### config.mk
export PLATFORM = sky130hd
export DESIGN_NAME = memory_port_arbiter
export DESIGN_NICKNAME = d
export VERILOG_FILES = /design/src/rtl/memory_port_arbiter.sv
export SDC_FILE = /design/constraint.sdc
export NUM_CORES = 1
export LEC_CHECK = 0
export ABC_AREA = 1
export CORE_UTILIZATION = 44
export CTS_BUF_LIST = sky130_fd_sc_hd__clkbuf_8
export DETAILED_ROUTE_END_ITERATION = 12
export PLACE_DENSITY = 0.86
export SYNTH_ARGS = -nofsm -noshare
export SYNTH_HDL_FRONTEND = slang
export SYNTH_SLANG_ARGS = --single-unit
### constraint.sdc
create_clock -name clk -period 1.9 [get_ports clk]
set_input_delay 0.285 -clock clk [delete_from_list [all_inputs] [get_ports clk]]
set_output_delay 0.285 -clock clk [all_outputs]
set_load 0.02 [all_outputs]
### src/rtl/memory_port_arbiter.sv
`default_nettype none
// ============================================================================
//  Module      : memory_port_arbiter
//  Description : Shares the core's single memory port between instruction
//                fetch and load/store. One requester is granted at a time.
//                Its request is latched into the mem_* registers, and a
//                request/acknowledge transaction runs on the memory port.
//                A burst limit keeps a waiting fetch from starving. A watchdog
//                aborts transactions that are never acknowledged.
//  Revision    : 1.0 - initial release
// ----------------------------------------------------------------------------
//  Ports
//    clk, rst_n                 clock (rising edge), async active-low reset
//    instr_request/address      fetch request side (held until instr_ready)
//    instr_ready/valid/rdata    fetch grant pulse, completion pulse, read data
//    data_request/write/address/wdata/size
//                               load/store request side (held until data_ready)
//    data_ready/valid/rdata     load/store grant pulse, completion pulse, data
//    mem_request/write/address/wdata/size
//                               registered memory transaction outputs
//    mem_acknowledge/rdata      memory completion and read data
//    bus_error                  watchdog abort pulse, coincident with valid
// ============================================================================
module memory_port_arbiter #(
  parameter int DATA_BURST_LIMIT = 4,
  parameter int TIMEOUT_CYCLES   = 15
) (
  input  logic        clk,
  input  logic        rst_n,
  input  logic        instr_request,
  input  logic [31:0] instr_address,
  output logic        instr_ready,
  output logic        instr_valid,
  output logic [31:0] instr_rdata,
  input  logic        data_request,
  input  logic        data_write,
  input  logic [31:0] data_address,
  input  logic [31:0] data_wdata,
  input  logic [1:0]  data_size,
  output logic        data_ready,
  output logic        data_valid,
  output logic [31:0] data_rdata,
  output logic        mem_request,
  output logic        mem_write,
  output logic [31:0] mem_address,
  output logic [31:0] mem_wdata,
  output logic [1:0]  mem_size,
  input  logic        mem_acknowledge,
  input  logic [31:0] mem_rdata,
  output logic        bus_error
);

  localparam int BURST_W_MIN = $clog2(DATA_BURST_LIMIT + 1);
  localparam int BURST_W     = (BURST_W_MIN > 3) ? BURST_W_MIN : 3;
  localparam logic [BURST_W-1:0] BURST_LIMIT = BURST_W'(DATA_BURST_LIMIT);
  localparam logic [BURST_W-1:0] BURST_MAX   = '1;
  // The abort fires on the busy cycle in which the count would reach the
  // limit. mem_request is therefore high for exactly TIMEOUT_CYCLES cycles.
  localparam logic [7:0] WD_LAST = 8'(TIMEOUT_CYCLES - 1);

  localparam logic [1:0] ST_IDLE       = 2'd0;
  localparam logic [1:0] ST_BUSY_INSTR = 2'd1;
  localparam logic [1:0] ST_BUSY_DATA  = 2'd2;

  logic [1:0]         state_q, state_d;
  logic [BURST_W-1:0] burst_q, burst_d;
  logic [7:0]         wd_q, wd_d;
  logic               mem_request_q, mem_request_d;
  logic               mem_write_q, mem_write_d;
  logic [31:0]        mem_address_q, mem_address_d;
  logic [31:0]        mem_wdata_q, mem_wdata_d;
  logic [1:0]         mem_size_q, mem_size_d;
  logic               instr_valid_q, instr_valid_d;
  logic               data_valid_q, data_valid_d;
  logic               bus_error_q, bus_error_d;
  logic [31:0]        instr_rdata_q, instr_rdata_d;
  logic [31:0]        data_rdata_q, data_rdata_d;

  logic w_idle;
  logic w_busy;
  logic w_fetch_priority;
  logic w_grant_data;
  logic w_grant_instr;
  logic w_ack_hit;
  logic w_timeout_hit;

  // Grant decision: data wins unless a pending fetch has waited out a full
  // data burst.
  assign w_idle           = (state_q == ST_IDLE);
  assign w_busy           = (state_q == ST_BUSY_INSTR) || (state_q == ST_BUSY_DATA);
  assign w_fetch_priority = instr_request && (burst_q == BURST_LIMIT);
  assign w_grant_data     = w_idle && data_request && !w_fetch_priority;
  assign w_grant_instr    = w_idle && instr_request && !w_grant_data;
  // An acknowledge takes precedence over a watchdog expiry in the same cycle.
  assign w_ack_hit        = w_busy && mem_acknowledge;
  assign w_timeout_hit    = w_busy && !mem_acknowledge && (wd_q == WD_LAST);

  // --------------------------------------------------------------------------
  // FSM: state register
  // --------------------------------------------------------------------------
  always_ff @(posedge clk or negedge rst_n) begin
    if (!rst_n) begin
      state_q <= ST_IDLE;
    end else begin
      state_q <= state_d;
    end
  end

  // --------------------------------------------------------------------------
  // FSM: next-state logic
  // --------------------------------------------------------------------------
  always_comb begin
    state_d = state_q;
    case (state_q)
      ST_IDLE: begin
        if (w_grant_data) begin
          state_d = ST_BUSY_DATA;
        end else if (w_grant_instr) begin
          state_d = ST_BUSY_INSTR;
        end
      end
      ST_BUSY_INSTR, ST_BUSY_DATA: begin
        if (w_ack_hit || w_timeout_hit) begin
          state_d = ST_IDLE;
        end
      end
      default: state_d = ST_IDLE;
    endcase
  end

  // --------------------------------------------------------------------------
  // FSM: outputs (grant pulses are combinational in IDLE)
  // --------------------------------------------------------------------------
  always_comb begin
    instr_ready = w_grant_instr;
    data_ready  = w_grant_data;
  end

  // --------------------------------------------------------------------------
  // Datapath next-value logic
  // --------------------------------------------------------------------------
  always_comb begin
    burst_d       = burst_q;
    wd_d          = wd_q;
    mem_request_d = mem_request_q;
    mem_write_d   = mem_write_q;
    mem_address_d = mem_address_q;
    mem_wdata_d   = mem_wdata_q;
    mem_size_d    = mem_size_q;
    instr_valid_d = 1'b0;
    data_valid_d  = 1'b0;
    bus_error_d   = 1'b0;
    instr_rdata_d = instr_rdata_q;
    data_rdata_d  = data_rdata_q;

    if (w_grant_data) begin
      mem_request_d = 1'b1;
      mem_write_d   = data_write;
      mem_address_d = data_address;
      mem_wdata_d   = data_wdata;
      mem_size_d    = data_size;
      wd_d          = 8'd0;
      // Count consecutive data grants only while a fetch is kept waiting.
      if (instr_request) begin
        burst_d = (burst_q == BURST_MAX) ? burst_q : burst_q + 1'b1;
      end else begin
        burst_d = '0;
      end
    end else if (w_grant_instr) begin
      mem_request_d = 1'b1;
      mem_write_d   = 1'b0;
      mem_address_d = instr_address;
      mem_wdata_d   = 32'h0;
      mem_size_d    = 2'b10;
      wd_d          = 8'd0;
      burst_d       = '0;
    end

    if (w_ack_hit) begin
      mem_request_d = 1'b0;
      if (state_q == ST_BUSY_INSTR) begin
        instr_valid_d = 1'b1;
        instr_rdata_d = mem_rdata;
      end else begin
        data_valid_d = 1'b1;
        // Stores leave the last load result in place.
        if (!mem_write_q) begin
          data_rdata_d = mem_rdata;
        end
      end
    end else if (w_timeout_hit) begin
      mem_request_d = 1'b0;
      bus_error_d   = 1'b1;
      if (state_q == ST_BUSY_INSTR) begin
        instr_valid_d = 1'b1;
        instr_rdata_d = 32'h0;
      end else begin
        data_valid_d = 1'b1;
        if (!mem_write_q) begin
          data_rdata_d = 32'h0;
        end
      end
    end else if (w_busy) begin
      wd_d = wd_q + 8'd1;
    end
  end

  // --------------------------------------------------------------------------
  // Datapath registers
  // --------------------------------------------------------------------------
  always_ff @(posedge clk or negedge rst_n) begin
    if (!rst_n) begin
      burst_q       <= '0;
      wd_q          <= 8'd0;
      mem_request_q <= 1'b0;
      mem_write_q   <= 1'b0;
      mem_address_q <= 32'h0;
      mem_wdata_q   <= 32'h0;
      mem_size_q    <= 2'b00;
      instr_valid_q <= 1'b0;
      data_valid_q  <= 1'b0;
      bus_error_q   <= 1'b0;
      instr_rdata_q <= 32'h0;
      data_rdata_q  <= 32'h0;
    end else begin
      burst_q       <= burst_d;
      wd_q          <= wd_d;
      mem_request_q <= mem_request_d;
      mem_write_q   <= mem_write_d;
      mem_address_q <= mem_address_d;
      mem_wdata_q   <= mem_wdata_d;
      mem_size_q    <= mem_size_d;
      instr_valid_q <= instr_valid_d;
      data_valid_q  <= data_valid_d;
      bus_error_q   <= bus_error_d;
      instr_rdata_q <= instr_rdata_d;
      data_rdata_q  <= data_rdata_d;
    end
  end

  assign mem_request = mem_request_q;
  assign mem_write   = mem_write_q;
  assign mem_address = mem_address_q;
  assign mem_wdata   = mem_wdata_q;
  assign mem_size    = mem_size_q;
  assign instr_valid = instr_valid_q;
  assign data_valid  = data_valid_q;
  assign bus_error   = bus_error_q;
  assign instr_rdata = instr_rdata_q;
  assign data_rdata  = data_rdata_q;

endmodule
`default_nettype wire

After elaboration in Yosys (flattened, before gate mapping)

Cells that the tools add are included.
W data, S select, Z words.

$add $sub $neg: 2
Equality and inequality tests: 10
Multiplexer cells: 43
Bitwise logic cells: 1
Reductions and logical operators: 22

Operators by type and width:

| operator              | number |
|---|---|
| $mux W32              | 14 |
| $mux W8               | 5 |
| $mux W1               | 14 |
| $mux W3               | 4 |
| $mux W2               | 5 |
| $add A8 B1 Y8 const B | 1 |
| $eq A8 B4 Y1 const B  | 1 |
| $logic_and A1 B1 Y1   | 8 |
| $eq A3 B3 Y1 const B  | 2 |
| $ne A2 B2 Y1 const B  | 3 |
| $reduce_and A2 Y1     | 3 |
| $pmux W2 S2           | 1 |
| $reduce_and A4 Y1     | 1 |
| $reduce_bool A2 Y1    | 2 |
| $reduce_bool A4 Y1    | 1 |
| $add A3 B1 Y3 const B | 1 |
| $logic_not A1 Y1      | 3 |
| $ne A3 B2 Y1 const B  | 1 |
| $ne A3 B3 Y1 const B  | 1 |
| $eq A2 B1 Y1 const B  | 1 |
| $eq A2 B2 Y1 const B  | 1 |
| $logic_not A2 Y1      | 1 |
| $logic_or A1 B1 Y1    | 2 |
| $reduce_or A2 Y1      | 1 |
| $not A1 Y1            | 1 |

Bits in registers: 148
Bits of input ports: 136
Word-level logic and storage cells: 91

Logic depth before layout (Yosys ltp)

Word-level depth: 11
Depth in mapped cells: 12
Depth with buffers taken out: 11

Worst setup path before layout

No wires, ideal clock.

Path type: flip-flop to output port
From: register state_q[0]
To: output port data_ready
Arrival time: 1.278 ns
Data required time: 1.615 ns
Path slack: 0.337 ns
Cell stages (with the launch flop): 9
Cell sequence: dfrtp_1 inv_1 ha_1 nand2_1 inv_1 nand2_2 inv_2 buf_2 buf_4

Longest elaborated chain between the ends: 3

RTL lines:

| item                              | line | source |
|---|---|---|
| start, declared                   | 65   | `logic [1:0] state_q, state_d;` |
| start signal, assigned            | 105  | `state_q <= state_d;` |
| $logic_not A2 Y1                  | 89   | `assign w_idle = (state_q == ST_IDLE);` |
| $logic_and A1 B1 Y1 (2 in series) | 92   | `assign w_grant_data = w_idle && data_request && !w_fetch_priority;` |
| end, declared                     | 40   | `output logic data_ready,` |

Every way passes these cells.

Worst setup path in the final report

From: register state_q[1]
To: output port data_ready

Same word-level chain as after synthesis.

==> run summary <==
Status -> complete, no violations
Tmin final -> 1.81 ns
Dominant cell type by area after synthesis -> dfrtp_1
Drt total wl -> 18700 µm
Worst-Skew Late Latency -> 0.45 ns
Worst hold slack -> 0.355 ns
Antenna cells -> 0
Area contributors post-synth -> dfrtp_1, nand2_1, nand3_1
Crit path kind -> register to output port
Rows -> 43
DP Area -> 9190 µm²
GPL Wtd Cong -> 0.830
Worst Tran Pin Value -> 0.612 ns
Drt drc -> 0
Fin Setup TNS -> 0 ns
Commonest non-fill, non-tap cell in the layout -> clkdlybuf4s50_1
Fin crit share -> 95.4%
Placement-stage worst setup slack -> -0.128 ns
DR vias -> 5914
Num ports -> 273
Synth unique cells -> 29
Via/cell ratio -> 5.20
Root Buffer -> clkbuf_8
Die Y -> 121 µm
Most Frequent Cell on Critical Path -> inv_2
Max IR drop VDD -> 0.907 mV
CP arrival -> 1.53 ns
RSZ-0062 raised after global routing -> yes
GRT Util Overall -> 26.9%
Synth-to-layout area growth -> 56.2%
Total grt overflow -> 0
P_leak -> 4.56 nW
Endpoint class of the critical path -> output port
Syn Nets -> 812
Core area -> 13800 µm²
Crit path launch -> state_q[1]$_DFFE_PN0P_
CTS buffer count -> 17
Vias in the first global route -> 5624
Fmax achieved -> 552 MHz
YS warnings -> 0
Fillcell total -> 1008
CP max stage delay -> 0.40 ns
Fin nets -> 1087
Largest net degree at the start of global routing -> 66
Slew margin rel. -> 58.9%
Worst-path fanout max -> 3
First-pass GRT wire length -> 29600 µm
Cell count after synthesis -> 669
Final Util -> 70.4%
Clock-pin slew on the worst setup and hold paths -> 0.08 ns
Syn Area/Cell -> 9.32 µm²
Worst min-delay path class -> input port to async pin
Initial Util -> 45.1%
Chip width -> 121 µm
TritonCTS clock tree -> done
Worst reg2reg path endpoint -> mem_address[3]$_DFFE_PN0P_
Die area -> 14600 µm²
Synthesized area -> 6230 µm²
Post-route cell area -> 9730 µm²
Crit-path leading delay family -> flip-flops
Crit path depth -> 7
I/O Buffers -> 272
Post-DR wirelength/cell -> 16.5 µm
Router iterations before antenna repair -> 7
Number of DRC markers in iteration 0 -> 486
Clock Skew -> 0.0137 ns
Worst setup margin -> 0.0881 ns
Most frequent cells in the layout -> clkdlybuf4s50_1, nand2_1, dfrtp_1
H-tree depth -> 4
R2R depth -> 10
Slowest stage cell, crit path -> dfrtp_1
Setup-failing EPs final -> 0
Slew Limit Fails -> 0
Synth top area share -> 59.4%
Worst R2R Start -> burst_q[0]$_DFFE_PN0P_
Hold Fails Final Rpt -> 0
Dpl hpwl -> 13400 µm
Remaining antenna violation count -> 0
R2R setup slack -> 0.15 ns
Critical Path RT -> 1.62 ns
Initial antenna violation count -> 0
Buf/Inv on CP -> 4
Max cap viols -> 0
CTS sink count -> 148
Layout cell share with drive strength beyond 1 -> 8.36%
Clock buffer depth -> 2
Crit-path cells -> inv_2 -> ha_4 -> nand2_1 -> inv_1 -> nand2_2 -> inv_2 -> buf_2
Yosys reg bits -> 148
Critical Path Source Type -> register
PD cells -> 1680 nW/µm²
Critical Path End -> data_ready
Register area share after synthesis -> 59.4%
==> cell type report <==
type,instances,area (µm²),share of cell area (%)
clock buffer,18,248,2.55
clock inverter,14,223,2.29
inverter,31,116,1.20
multi-input combinational,448,2220,22.8
sequential,148,3700,38.1
tap,180,225,2.31
timing repair buffer,298,3000,30.8
==> stage by stage <==
step           total power (W)  instances
2_1_floorplan          0.00942        669
3_3_place_gp            0.0133       1101
3_5_place_dp            0.0135       1101
4_1_cts                 0.0165       1136
5_1_grt                 0.0174       1137
6_report                0.0164       1137
==> worst min-delay path by stage <==
stage,slack (ns),depth (start not counted),endpoint,start
after global placement,0.25,1,instr_rdata[27]$_DFFE_PN0P_,rst_n
after global routing,0.35,2,data_rdata[23]$_DFFE_PN0P_,rst_n
after floorplan,-0.01,0,burst_q[0]$_DFFE_PN0P_,rst_n
final,0.36,2,data_rdata[31]$_DFFE_PN0P_,rst_n
after CTS,0.34,2,mem_wdata[20]$_DFFE_PN0P_,rst_n
after detailed placement,0.25,1,data_rdata[23]$_DFFE_PN0P_,rst_n
==> what timing repair did <==
item	in CTS	in global routing
hold buffers	1	0
cloned	0	0
resized for setup	11	13
setup buffers	2	1
endpoints found under the setup margin	3	73
pin swaps	0	2
hold endpoints to repair	42	0
==> flip-flops by register name (all words and copies together) (netlist names), 2 cells and up <==
name,flops
data_rdata,32
state_q,2
mem_size,2
instr_rdata,32
wd_q,8
mem_wdata,32
burst_q,3
mem_address,32
==> synth_stat cells <==
library cell    n
ha_1            7
clkbuf_1       17
nand3_1        77
a21oi_4         1
o21ai_0        12
buf_6           6
xor2_1          1
o21ai_1         3
dfrtp_1       148
nand3_4         1
nor2_2          1
nand4_1        37
a21oi_1         1
nand2_2         2
nand3_2         1
inv_1          28
nor2_4          1
a22o_1         33
clkinv_1        2
o21a_1          1
inv_2           1
nand3b_1        1
nor3_1          2
buf_1           1
nor2_1          8
nand2_1       257
buf_4           2
buf_2          16
o22ai_1         1
==> routing by layer <==
layer	vias to the layer above	track usage [%]	part of all wire [%]
li1	2766	-	-
met1	2807	33.1	39
met2	300	43.4	49
met3	41	8.04	9.1
met4	0	12.2	3.3
met5	-	0	0
==> cells by family after synthesis <==
family	count (synthesis)	share of synthesized area, %
simple gates	388	27.1
flops	148	59.4
fa+ha+maj	7	1.41
buf+inv	73	5.56
xor+xnor	1	0.141
compound gates	52	6.40
==> power breakdown <==
part,internal (W),switching [W]
Sequential,0.00451,0.000806
Combinational,0.00366,0.00457
Clock,0.00161,0.00123
Note: power is estimated with default switching activity, not from simulation.
